## config.mk

```make
export PLATFORM = sky130hd
export DESIGN_NAME = control_unit_p
export DESIGN_NICKNAME = d
export VERILOG_FILES = /design/src/rtl/control_unit_p.sv
export SDC_FILE = /design/constraint.sdc
export NUM_CORES = 1
export LEC_CHECK = 0
export ABC_AREA = 1
export CORE_AREA = 4 4 81 64
export CTS_CLUSTER_SIZE = 8
export DETAILED_ROUTE_END_ITERATION = 16
export DIE_AREA = 0 0 85 68
export PLACE_DENSITY = 0.82
export SYNTH_ARGS = -nofsm -noshare
export SYNTH_HDL_FRONTEND = slang
export SYNTH_SLANG_ARGS = --single-unit
```

## constraint.sdc

```tcl
create_clock -name Clk -period 4 [get_ports Clk]
set_clock_uncertainty 0.05 [all_clocks]
set_input_delay 0.4 -clock Clk [delete_from_list [all_inputs] [get_ports Clk]]
set_output_delay 0.4 -clock Clk [all_outputs]
set_load 0.005 [all_outputs]
```

## src/rtl/control_unit_p.sv

```systemverilog
// control_unit_p -- multicycle control unit for a small load/store processor.
// Sequences FETCH -> DECODE -> execute, drives register file, ALU and data
// memory controls as registered Moore outputs derived from State and IR_Out.
// Optional feature: define CU_JPZ_EN to build in the JPZ (jump if zero)
// instruction, opcode 4'b0110, and its FSM state 4'hA.  Without the macro,
// opcode 0110 executes as NOOP and the PC only increments or resets.
module control_unit_p #(
  parameter int PC_W     = 7,
  parameter int IR_W     = 16,
  parameter int D_ADDR_W = 8
) (
  input  logic                Clk,
  input  logic                Reset,
  input  logic [IR_W-1:0]     InstrData,
  input  logic                RF_Rp_zero,
  output logic [PC_W-1:0]     PC_Out,
  output logic [IR_W-1:0]     IR_Out,
  output logic [3:0]          State,
  output logic [3:0]          NextState,
  output logic [D_ADDR_W-1:0] D_Addr,
  output logic                D_Wr,
  output logic                RF_s,
  output logic                RF_W_en,
  output logic [3:0]          RF_W_addr,
  output logic [3:0]          RF_Ra_addr,
  output logic [3:0]          RF_Rb_addr,
  output logic [2:0]          ALU_s0,
  output logic                Halted
);

  typedef enum logic [3:0] {
    S_INIT   = 4'h0,
    S_FETCH  = 4'h1,
    S_DECODE = 4'h2,
    S_NOOP   = 4'h3,
    S_LOAD_A = 4'h4,
    S_LOAD_B = 4'h5,
    S_STORE  = 4'h6,
    S_ADD    = 4'h7,
    S_SUB    = 4'h8,
`ifdef CU_JPZ_EN
    S_HALT   = 4'h9,
    S_JPZ    = 4'hA
`else
    S_HALT   = 4'h9
`endif
  } state_t;

  localparam logic [3:0] OP_NOOP  = 4'b0000;
  localparam logic [3:0] OP_STORE = 4'b0001;
  localparam logic [3:0] OP_LOAD  = 4'b0010;
  localparam logic [3:0] OP_ADD   = 4'b0011;
  localparam logic [3:0] OP_SUB   = 4'b0100;
  localparam logic [3:0] OP_HALT  = 4'b0101;
`ifdef CU_JPZ_EN
  localparam logic [3:0] OP_JPZ   = 4'b0110;
`endif

  localparam logic [2:0] ALU_PASS = 3'b000;
  localparam logic [2:0] ALU_ADD  = 3'b001;
  localparam logic [2:0] ALU_SUB  = 3'b010;

  localparam logic [PC_W-1:0] PC_ONE = PC_W'(1);

  state_t state;
  state_t next_state;

  logic d_wr_q;
  logic rf_w_en_q;

  // Instruction fields; only the low 16 bits of the IR carry meaning.
  logic [3:0]          op;
  logic [3:0]          rn;
  logic [3:0]          ra;
  logic [3:0]          rb;
  logic [D_ADDR_W-1:0] addr;

  assign op   = IR_Out[15:12];
  assign rn   = IR_Out[11:8];
  assign ra   = IR_Out[7:4];
  assign rb   = IR_Out[3:0];
  assign addr = D_ADDR_W'(IR_Out[7:0]);

`ifdef CU_JPZ_EN
  // The offset is relative to the JPZ instruction itself, but PC_Out has
  // already advanced past it during FETCH, hence the extra minus one.
  logic [PC_W-1:0] off_ext;
  logic [PC_W-1:0] jump_target;

  assign off_ext     = PC_W'($signed(IR_Out[7:0]));
  assign jump_target = PC_Out + off_ext - PC_ONE;
`else
  logic unused_rp_zero;

  assign unused_rp_zero = RF_Rp_zero;
`endif

  assign State     = state;
  assign NextState = next_state;

  // Write strobes are forced low the moment Reset rises so that no memory
  // or register write can slip out during the cycle that reset is held.
  assign D_Wr    = d_wr_q & ~Reset;
  assign RF_W_en = rf_w_en_q & ~Reset;

  // Next-state decode; Reset forces INIT so NextState reflects the reset edge.
  always_comb begin
    next_state = S_INIT;
    if (!Reset) begin
      case (state)
        S_INIT:   next_state = S_FETCH;
        S_FETCH:  next_state = S_DECODE;
        S_DECODE: begin
          case (op)
            OP_NOOP:  next_state = S_NOOP;
            OP_STORE: next_state = S_STORE;
            OP_LOAD:  next_state = S_LOAD_A;
            OP_ADD:   next_state = S_ADD;
            OP_SUB:   next_state = S_SUB;
            OP_HALT:  next_state = S_HALT;
`ifdef CU_JPZ_EN
            OP_JPZ:   next_state = S_JPZ;
`endif
            default:  next_state = S_NOOP;
          endcase
        end
        S_NOOP:   next_state = S_FETCH;
        S_STORE:  next_state = S_FETCH;
        S_ADD:    next_state = S_FETCH;
        S_SUB:    next_state = S_FETCH;
        S_LOAD_A: next_state = S_LOAD_B;
        S_LOAD_B: next_state = S_FETCH;
`ifdef CU_JPZ_EN
        S_JPZ:    next_state = S_FETCH;
`endif
        S_HALT:   next_state = S_HALT;
        default:  next_state = S_INIT;
      endcase
    end
  end

  // State, PC, IR and the registered control outputs; outputs are computed
  // for the state being entered so they line up with State each cycle.
  always_ff @(posedge Clk) begin
    if (Reset) begin
      state      <= S_INIT;
      PC_Out     <= '0;
      IR_Out     <= '0;
      D_Addr     <= '0;
      d_wr_q     <= 1'b0;
      RF_s       <= 1'b0;
      rf_w_en_q  <= 1'b0;
      RF_W_addr  <= '0;
      RF_Ra_addr <= '0;
      RF_Rb_addr <= '0;
      ALU_s0     <= ALU_PASS;
      Halted     <= 1'b0;
    end else begin
      state <= next_state;

      if (state == S_FETCH) begin
        IR_Out <= InstrData;
        PC_Out <= PC_Out + PC_ONE;
      end
`ifdef CU_JPZ_EN
      if ((state == S_JPZ) && RF_Rp_zero) begin
        PC_Out <= jump_target;
      end
`endif

      D_Addr     <= '0;
      d_wr_q     <= 1'b0;
      RF_s       <= 1'b0;
      rf_w_en_q  <= 1'b0;
      RF_W_addr  <= '0;
      RF_Ra_addr <= '0;
      RF_Rb_addr <= '0;
      ALU_s0     <= ALU_PASS;
      Halted     <= 1'b0;

      case (next_state)
        S_STORE: begin
          D_Addr     <= addr;
          RF_Ra_addr <= rn;
          d_wr_q     <= 1'b1;
        end
        S_LOAD_A: begin
          D_Addr <= addr;
        end
        S_LOAD_B: begin
          D_Addr    <= addr;
          RF_s      <= 1'b1;
          RF_W_addr <= rn;
          rf_w_en_q <= 1'b1;
        end
        S_ADD: begin
          RF_Ra_addr <= ra;
          RF_Rb_addr <= rb;
          RF_W_addr  <= rn;
          rf_w_en_q  <= 1'b1;
          ALU_s0     <= ALU_ADD;
        end
        S_SUB: begin
          RF_Ra_addr <= ra;
          RF_Rb_addr <= rb;
          RF_W_addr  <= rn;
          rf_w_en_q  <= 1'b1;
          ALU_s0     <= ALU_SUB;
        end
`ifdef CU_JPZ_EN
        S_JPZ: begin
          RF_Ra_addr <= rn;
        end
`endif
        S_HALT: begin
          Halted <= 1'b1;
        end
        default: begin
        end
      endcase
    end
  end

endmodule

```

==> metrics, run 1 <==
status finished, final reports clean; share of layout cells above drive strength 1 between 10% and 20%; logic gate share of total power between 30% and 40%; Syn-to-layout area delta 44.3%; H-tree levels 2; IR drop worst, VDD between 300 and 400 uV; final net count between 300 and 400; Total Wirelength 4.66 mm; Clock Power Share a little under a fifth; Overall Power about 1600 uW; crit end category output port; asr flop ratio synth 0%; GRT overflow 0; reg2reg end RF_Ra_addr[1]$_SDFF_PP0_; WP data required 3.55 ns; Syn Nets roughly 260; Fin Setup TNS 0 ns; drt drc 0; WHS Path Cells 2; final setup vio count 0; Sw Share a little over a third; Clock Latency Late Sink approximately 0.3 ns; Cell Int Power around 1000 uW; sequential area share after synthesis between 50 and 60%; crit-path most repeated cell clkdlybuf4s50_1; pre-CTS setup slack about 1.4 ns; worst hold start IR_Out[4]$_SDFFE_PP0N_; Min-Delay Endpoint D_Addr[4]$_SDFF_PP0_; Initial Util roughly 45%; power density over cell area ~560 mW/mm^2; Yosys cell types 28; 1st-pass router iterations 4; EDFF count, synth 0; Slew HR between 60% and 70%; min cycle time layout ~2.6 ns; Synth Register Bits 53; top-area cell type share of the netlist area 54.0%; FILL cells between 300 and 400; TritonCTS clock tree yes; Antenna diodes 0; final hold viol count 0; Hold/Removal Path Class reg -> reg; first-pass GRT wire length 7.65 mm; Period Utilization, post-route between 60% and 70%; initial antenna violation count 0; global placer's final weighted congestion between 0.8 and 0.9; Setup crit start kind primary input; critical path type in -> out; row count 21; first-iteration detailed-routing DRC count 85; CTS-repair resized insts 0; PortBufs 74; Clock Path Buffers 2; DP HPWL between 3 and 4 mm; mean post-synth cell area about 8.1 um^2; r2r worst-path depth 7; max-cap viol count 0; delay of the slowest cell on the worst path 0.63 ns; post-DR wirelength/cell around 12 um; Mapped Area roughly 0.0020 mm^2; CTS Buf Count 5; vias per inst between 4 and 5; sequential power share approximately 45%; Sink Count 53; Static Leakage about 0.0012 uW; worst r2r src State[0]$_SDFF_PP0_; actual slew at the worst max-slew pin 0.571 ns; slowest stage cell, crit path clkdlybuf4s50_1; vias in the first global route 1704; Worst Path Arrival around 2.2 ns; die area between 0.005 and 0.006 mm^2; Vias between 1.5k and 2k; core box area between 0.004 and 0.005 mm^2; RSZ-0062 raised after global routing no; Die Height between 60 and 70 um; Slew Viols, Final 0; Area contributors post-synth dfxtp_1 (54%), nand2_1 (7.1%), nor2_1 (6.5%), inv_1 (5.7%), a21oi_1 (5.1%); cells after synthesis ~240; Setup WS post-layout 1.38 ns; fmax around 380 MHz; CP Max Fanout 10; Post-CTS Setup Inserts 0; Ports slightly below 80; ANT nets after route 0; Tot GR Track Use between 10% and 20%; pin count of the biggest net entering global routing 37; area leader, netlist dfxtp_1; worst path cell trace clkdlybuf4s50_1 > inv_1 > nand2_1 > nand2_2 > clkdlybuf4s50_1; Ys Warns 0; P_sw between 500 and 600 uW; Post-synth top flop dfxtp_1; CTS Hold Buffers Added 0; R2R Setup Slk around 2.2 ns; Horiz. Die Dim around 85 um; CTS Root Cell clkbuf_8; Clock transition at path regs 0.10 ns
[state kept, by name, indices dropped and copies added, names as in the netlist]
name,flops
RF_W_addr,4
State,4
IR_Out,16
RF_Ra_addr,4
Halted,1
RF_Rb_addr,4
D_Addr,8
RF_s,1
ALU_s0,2
PC_Out,7
d_wr_q,1
rf_w_en_q,1
[power by group through the flow]
stage / Combinational, uW / Clock (uW) / Sequential [uW]
after detailed placement: 592 / 0 / 724
after floorplan: 301 / 0 / 716
after global routing: 656 / 328 / 731
final: 589 / 299 / 711
after CTS: 594 / 309 / 712
after global placement: 577 / 0 / 716
[synthesized netlist by cell type (all sizes together) (2+ instances only)]
library cell  count
a21oi            21
buf               5
clkbuf            3
dfxtp            53
inv              36
nand2            50
nand3             7
nand4             2
nor2             37
o21ai            20
[worst max-delay path, delay by kind of cell]
family / cells / cell delay, ns
buffers and inverters: 3 / 1.45
AND/OR/NAND/NOR: 2 / 0.32
[per-stage QoR]
step | util, % | hold WS [ns] | instance area [um^2] | cells
3_3_place_gp | 62.5 | 0.413 | 2740 | 366
5_1_grt | 64.6 | 0.459 | 2830 | 374
2_1_floorplan | - | 0.409 | 1960 | 242
4_1_cts | 64.6 | 0.427 | 2830 | 374
3_5_place_dp | 62.5 | 0.415 | 2740 | 366
6_report | 64.6 | 0.423 | 2830 | 374
[area by class of cell]
class                   instances  area (um^2)  share of cell area, %
clock buffers                   5         68.8                   2.43
clock inverters                 3         21.3                  0.751
inverters                      36          135                   4.77
multi-input cells             145          728                   25.7
flip-flops and latches         53         1060                   37.4
well taps                      57         71.3                   2.52
repair buffers                 75          748                   26.4
[kinds of logic after synthesis]
kind of cell    Yosys count  synth area share, %
compound gates           43                 11.8
buf+inv                  44                 8.92
simple gates             99                 24.0
flops                    53                 54.0
fa+ha+maj                 1                0.637
xor+xnor                  1                0.446
other cells               1                0.191
[per-layer routing]
metal / up-vias / part of all wire (%) / GRT usage [%]
li1: 889 / - / -
met1: 773 / 44 / 19.8
met2: 55 / 47 / 29.6
met3: 7 / 7.2 / 5.66
met4: 0 / 1.2 / 6.52
met5: - / 0 / 0
[worst max-delay path by stage]
stage / start / to / slack [ns] / cells after the start
floorplan: State[0]$_SDFF_PP0_ / NextState[1] / 2.58 / 4
global placement: Reset / NextState[0] / 1.42 / 5
detailed placement: Reset / NextState[0] / 1.39 / 5
CTS: State[0]$_SDFF_PP0_ / NextState[1] / 1.38 / 5
global route: State[0]$_SDFF_PP0_ / NextState[1] / 1.21 / 5
finish: Reset / NextState[0] / 1.38 / 5
[layout by cell type (no fill, tap or decap)]
cell and n:
a21boi_0 1, a21oi_1 20, a21oi_4 1, and3_1 1
buf_4 1, clkbuf_8 5, clkdlybuf4s50_1 74, clkinv_2 1
clkinvlp_4 1, conb_1 1, dfxtp_1 53, ha_1 1
inv_1 30, inv_2 6, inv_6 1, nand2_1 37
nand2_2 12, nand2_4 1, nand3_1 5, nand3_2 2
nand4_1 2, nor2_1 34, nor2_2 1, nor2_4 1
nor2_8 1, nor3_1 1, nor3b_2 1, o211ai_1 1
o21ai_0 20, xor2_1 1
Note: power is estimated with default switching activity, not from simulation.
==> run 2, diff against run 1 <==
Settings changed: CORE_AREA 4 4 81 64 to 4 4 87 69, DIE_AREA 0 0 85 68 to 0 0 91 73, PLACE_DENSITY 0.82 to 0.74.
Clock period 4 ns to 2.1 ns, I/O delays scaled along.
==> run 2 against run 1 <==
  * Register-to-register slack lost 1.8 ns
  * First-iteration DRC count fell by 53%
  * Final cell count rose by 3.2%
  * Cell area up 4.6%
  * Clock power rose by 120%
  * Sequential share of layout area shrank 1.3 points
  * Critical path type is now reg -> out
  * Largest cell class unchanged
==> metrics, run 2 (synthesis gave the netlist of run 1 again) <==
Horiz. Die Dim 91 um (was 85 um); worst path bufs/invs 2 (was 3); row count 23 (was 21); Clock Latency Late Sink 0.29 ns (was 0.30 ns); IR drop worst, VDD 546 uV (was 324 uV); TritonCTS clock tree yes (unchanged); final net count 344 (was 336); Biggest register IR_Out (unchanged); Multi-input gate area 762 um^2 (was 728 um^2); Clock transition at path regs 0.09 ns (was 0.10 ns); drt drc 0 (unchanged); Clock Power Share 20.3% (was 18.7%); Ports 77 (unchanged); core box area 0.00518 mm^2 (was 0.00439 mm^2); top cell family by delay on the critical path buffers and inverters (unchanged); ANT nets after route 0 (unchanged); non-filler cells, final 386 (was 374); final setup vio count 0 (unchanged); vias per inst 4.49 (was 4.61); Vias 1732 (was 1724); Placed Area 0.00279 mm^2 (was 0.00274 mm^2); Setup crit start kind flop (was primary input); worst path cell trace inv_4 > nand2_4 > nor2_4 > a21oi_1 > nor2_2 > clkdlybuf4s50_1 (was clkdlybuf4s50_1 > inv_1 > nand2_1 > nand2_2 > clkdlybuf4s50_1); PortBufs 74 (unchanged); power density over cell area 1090 mW/mm^2 (was 564 mW/mm^2); biggest regs IR_Out (16), D_Addr (8), PC_Out (7) (unchanged); first-pass GRT wire length 7.94 mm (was 7.65 mm); RSZ-0062 raised after global routing no (unchanged); Reg area 0.00107 mm^2 (was 0.00106 mm^2); Post-Place Cells 376 (was 366); DP HPWL 3.52 mm (was 3.67 mm); max-cap viol count 0 (unchanged); H-tree levels 2 (unchanged); most common cell after layout, fill and taps aside clkdlybuf4s50_1 (unchanged); slowest stage cell, crit path clkdlybuf4s50_1 (unchanged); Hold/Removal Path Class reg -> reg (unchanged); CTS Root Cell clkbuf_8 (unchanged); Worst Path Arrival 1.75 ns (was 2.17 ns); crit end category output port (unchanged); Period Utilization, post-route about 96%; share of layout cells above drive strength 1 16.7% (was 11.0%); Syn-to-layout area delta 51.0% (was 44.3%); CTS Hold Buffers Added 0 (unchanged); CP Max Fanout 4 (was 10); Die Height 73 um (was 68 um); Sw Share 33.9% (was 35.5%); Cell Int Power 2140 uW (was 1030 uW); Core Util, Final 57.2% (was 64.6%); CTS Buf Count 5 (unchanged); post-DR wirelength/cell 12.2 um (was 12.4 um); Clock Path Buffers 2 (unchanged); Antenna diodes 0 (unchanged); Overall Power 3240 uW (was 1600 uW); FILL cells 493 (was 391); Sink Count 53 (unchanged); Static Leakage 0.00129 uW (was 0.00119 uW); Tot GR Track Use 14.8% (was 17.0%); final instance area 0.00297 mm^2 (was 0.00283 mm^2); initial antenna violation count 0 (unchanged); Total Wirelength 4.71 mm (was 4.66 mm); fmax 497 MHz; first-iteration detailed-routing DRC count 40 (was 85); max reg flops 16 (unchanged); Slew Viols, Final 0 (unchanged); global placer's final weighted congestion 0.748 (was 0.870); die area 0.00664 mm^2 (was 0.00578 mm^2); Initial Util 37.9% (was 44.8%); delay of the slowest cell on the worst path 0.51 ns (was 0.63 ns); sequential power share 41.9% (was 44.5%); GRT overflow 0 (unchanged); status finished, final reports clean (unchanged); 1st-pass router iterations 4 (unchanged); vias in the first global route 1661 (was 1704); logic gate share of total power 37.8% (was 36.9%); min cycle time layout between 2 and 2.5 ns; P_sw 1100 uW (was 568 uW); final hold viol count 0 (unchanged); pin count of the biggest net entering global routing 36 (was 37); Fin Setup TNS 0 ns (unchanged); critical path type reg -> out (was in -> out); most frequent cells in the layout clkdlybuf4s50_1 (71), dfxtp_1 (46), nand2_1 (34), nor2_1 (34), inv_1 (29) (was clkdlybuf4s50_1 (74), dfxtp_1 (53), nand2_1 (37), nor2_1 (34), inv_1 (30)); WP data required 1.84 ns (was 3.55 ns)
==> run 2: cell types whose count changed in the layout (fill, tap and decap cells not counted), moves of 2 or more <==
cell             before  now
dfxtp_1              53   46
buf_4                 1    9
nand2_1              37   34
dlymetal6s2s_1        0    2
clkdlybuf4s50_1      74   71
dfxtp_2               0    6
nand2_4               1    4
==> run 2: cell type report <==
cell class	count	area share, %
inverters	36	4.64
clock inverters	2	1.18
repair buffers	83	27.4
flip-flops and latches	53	36.2
well taps	62	2.62
multi-input cells	145	25.7
clock buffers	5	2.32
==> run 2: path summary, 6_finish.rpt <==
kind	from	endpoint	slack, ns	cells after the start
worst max-delay path	State[3]$_SDFF_PP0_	NextState[3]	0.09	6
worst min-delay path	IR_Out[6]$_SDFFE_PP0N_	RF_Ra_addr[2]$_SDFF_PP0_	0.43	2
worst max register to register	State[1]$_SDFF_PP0_	RF_Ra_addr[1]$_SDFF_PP0_	0.39	9
worst min register to register	IR_Out[6]$_SDFFE_PP0N_	RF_Ra_addr[2]$_SDFF_PP0_	0.43	2
==> run 2: routing by layer <==
layer	track usage, %	routed length (um)	vias up
met2	23.6	2110	40
met4	3.51	19	0
met3	5.26	296	2
li1	-	-	907
met5	0	0	-
met1	19.3	2280	783
==> run 2: timing repair <==
item,CTS,global route
buffers inserted,1,2
resized for setup,4,17
pin swaps,1,3
endpoints found under the setup margin,2,3
==> run 2: power by group through the flow <==
| stage | clock [uW] | sequential [uW] | combinational, uW |
|---|---|---|---|
| 2_1_floorplan | 0 | 1360 | 573 |
| 5_1_grt | 718 | 1390 | 1370 |
| 4_1_cts | 682 | 1350 | 1190 |
| 6_report | 659 | 1360 | 1220 |
| 3_5_place_dp | 0 | 1370 | 1170 |
| 3_3_place_gp | 0 | 1370 | 1150 |
==> run 2: per-stage QoR <==
| stage | setup WS [ns] | hold WS, ns |
|---|---|---|
| 2_1_floorplan | 0.711 | 0.295 |
| 3_3_place_gp | 0.113 | 0.405 |
| 3_5_place_dp | 0.0622 | 0.411 |
| 4_1_cts | 0.0118 | 0.429 |
| 5_1_grt | 0.00449 | 0.443 |
| 6_report | 0.0875 | 0.427 |
==> run 2: worst register-to-register path, cell delays in order (launching register included) <==
cell and delay [ns]:
dfxtp_1 0.35, inv_1 0.11, nand2_2 0.10, nor2_8 0.12, inv_2 0.06, buf_4 0.24, a21oi_4 0.20, and3_1 0.32
nand2_2 0.07, nand2_1 0.06
==> run 3, diff against run 2 <==
Settings changed: SETUP_SLACK_MARGIN set to 0.15.
==> run 3 against run 2 <==
  * Clock power is essentially flat
  * Sequential power is essentially flat
  * Cell area grew 0.93%
  * Final cell count grew 0.78%
  * Global-route usage grew 0.16 points
  * Utilization grew 0.53 points
  * Hold slack is essentially flat
  * Flip-flop and latch count is the same
  * Fmax grew 5.2%
  * Sequential share of layout area shrank 0.21 points
  * Routed wire length grew 1.1%
==> metrics, run 3 (synthesis gave the netlist of run 1 again) <==
row count 23 (unchanged); Syn-to-layout area delta 52.4% (was 51.0%); min cycle time layout 1.91 ns (was 2.01 ns); Sw Share 34.0% (was 33.9%); Placed Area 0.00279 mm^2 (unchanged); CTS Hold Buffers Added 0 (unchanged); pin count of the biggest net entering global routing 36 (unchanged); vias in the first global route 1688 (was 1661); Total Wirelength 4.76 mm (was 4.71 mm); most frequent cells in the layout clkdlybuf4s50_1 (70), dfxtp_1 (45), nand2_1 (34), nor2_1 (32), inv_1 (27) (was clkdlybuf4s50_1 (71), dfxtp_1 (46), nand2_1 (34), nor2_1 (34), inv_1 (29)); Clock Latency Late Sink 0.29 ns (about the same); Clock Path Buffers 2 (unchanged); Worst Path Arrival 1.65 ns (was 1.75 ns); most common cell after layout, fill and taps aside clkdlybuf4s50_1 (unchanged); ANT nets after route 0 (unchanged); Sink Count 53 (unchanged); top cell family by delay on the critical path buffers and inverters (unchanged); share of layout cells above drive strength 1 19.3% (was 16.7%); Clock transition at path regs 0.09 ns (about the same); Slew Viols, Final 0 (unchanged); drt drc 0 (unchanged); final hold viol count 0 (unchanged); Setup crit start kind primary input (was flop); WHS Path Cells 2 (unchanged); Min-Delay Endpoint RF_Ra_addr[2]$_SDFF_PP0_ (unchanged); FILL cells 492 (was 493); crit-path most repeated cell clkdlybuf4s50_1; die area 0.00664 mm^2 (unchanged); worst hold start IR_Out[6]$_SDFFE_PP0N_ (unchanged); initial antenna violation count 0 (unchanged); core box area 0.00518 mm^2 (unchanged); 1st-pass router iterations 4 (unchanged); Static Leakage 0.00130 uW (was 0.00129 uW); PortBufs 74 (unchanged); CTS Buf Count 5 (unchanged); CP Max Fanout 7 (was 4); vias per inst 4.50 (was 4.49); r2r worst-path depth 8 (was 9); Ports 77 (unchanged); GRT overflow 0 (unchanged); slowest stage cell, crit path clkdlybuf4s50_1 (unchanged); critical path type in -> out (was reg -> out); Period Utilization, post-route 91.1% (was 95.8%); Horiz. Die Dim 91 um (unchanged); H-tree levels 2 (unchanged); Tot GR Track Use 14.9% (was 14.8%); fmax 523 MHz (was 497 MHz); Cell Int Power 2170 uW (was 2140 uW); global placer's final weighted congestion 0.748 (unchanged); biggest regs IR_Out (16), D_Addr (8), PC_Out (7) (unchanged); Hold/Removal Path Class reg -> reg (unchanged); worst path bufs/invs 3 (was 2); R2R Setup Slk 0.44 ns (was 0.39 ns); Vias 1751 (was 1732); power density over cell area 1100 mW/mm^2 (was 1090 mW/mm^2); Die Height 73 um (unchanged); final net count 347 (was 344); critical path startpoint Reset (was State[3]$_SDFF_PP0_); RSZ-0062 raised after global routing yes (was no); DP HPWL 3.52 mm (unchanged); max-cap viol count 0 (unchanged); Initial Util 37.9% (unchanged); TritonCTS clock tree yes (unchanged); max reg flops 16 (unchanged); sequential power share 42.0% (was 41.9%); final setup vio count 0 (unchanged); CTS Root Cell clkbuf_8 (unchanged); Clock Power Share 20.1% (was 20.3%); Biggest register IR_Out (unchanged); logic gate share of total power 38.0% (was 37.8%); first-iteration detailed-routing DRC count 41 (was 40); IR drop worst, VDD 547 uV (was 546 uV); final instance area 0.00299 mm^2 (was 0.00297 mm^2); first-pass GRT wire length 8.02 mm (was 7.94 mm); worst path cell trace clkdlybuf4s50_1 > buf_4 > nor2_1 > clkdlybuf4s50_1 (was inv_4 > nand2_4 > nor2_4 > a21oi_1 > nor2_2 > clkdlybuf4s50_1); status finished, final reports clean (unchanged); Fin Setup TNS 0 ns (unchanged); WP data required 1.84 ns (about the same); Antenna diodes 0 (unchanged); P_sw 1110 uW (was 1100 uW); worst r2r src State[0]$_SDFF_PP0_ (was State[1]$_SDFF_PP0_); delay of the slowest cell on the worst path 0.59 ns (was 0.51 ns); post-DR wirelength/cell 12.2 um (about the same); crit end category output port (unchanged); reg2reg end RF_Ra_addr[1]$_SDFF_PP0_ (unchanged)
run 3: changes by cell type in the layout (fill, tap and decap cells not counted), sizes merged:
| cell | delta |
|---|---|
| clkdlybuf4s15 | +1 |
| clkdlybuf4s50 | -1 |
| buf | +3 |
run 3: area by class of cell:
type                            instances  area [um^2]  share of cell area, %
Sequential cell                        53         1080                   36.0
Timing Repair Buffer                   86          835                   27.9
Multi-Input combinational cell        145          766                   25.6
Inverter                               36          135                   4.52
Tap cell                               62         77.6                   2.59
Clock buffer                            5         68.8                   2.30
Clock inverter                          2         35.0                   1.17
run 3: power groups by stage:
stage	sequential (uW)	clock [uW]	combinational (uW)
after CTS	1350	682	1200
after global placement	1370	0	1150
after global routing	1410	718	1390
after floorplan	1360	0	573
after detailed placement	1370	0	1170
final	1380	659	1250
run 3: metrics by stage:
step	hold slack (ns)	setup WS [ns]	total power, uW	utilization [%]	cells
2_1_floorplan	0.295	0.711	1940	-	242
3_3_place_gp	0.405	0.113	2520	53.8	376
3_5_place_dp	0.411	0.0622	2540	53.8	376
4_1_cts	0.429	0.0545	3230	56.7	388
5_1_grt	0.443	0.132	3520	57.8	389
6_report	0.427	0.187	3280	57.8	389
run 3: layer usage:
metal / up-vias / routed length, um / track usage, %
met5: - / 0 / 0
met1: 791 / 2290 / 19.4
li1: 916 / - / -
met4: 0 / 19 / 3.51
met2: 42 / 2150 / 24.1
met3: 2 / 304 / 5.26
run 3: tightest hold or removal path: cells and delay by family (launching register included):
kind | cells | cell delay [ns]
AND/OR/NAND/NOR | 2 | 0.10
flip-flops | 1 | 0.33
run 3: timing repair:
| action | in CTS | in global routing |
|---|---|---|
| buffers inserted | 5 | 1 |
| hold endpoints to repair | 0 | 0 |
| gates resized for setup | 8 | 20 |
| pin swaps | 3 | 3 |
| endpoints found under the setup margin | 4 | 3 |
run 3: how the worst max path moves through the flow:
stage | to | slack, ns | cells after the start
4_1_cts | NextState[1] | 0.05 | 7
3_3_place_gp | NextState[0] | 0.11 | 5
3_5_place_dp | NextState[0] | 0.06 | 5
5_1_grt | D_Wr | 0.13 | 4
6_report | D_Wr | 0.19 | 4
2_1_floorplan | D_Addr[0]$_SDFF_PP0_ | 0.71 | 7
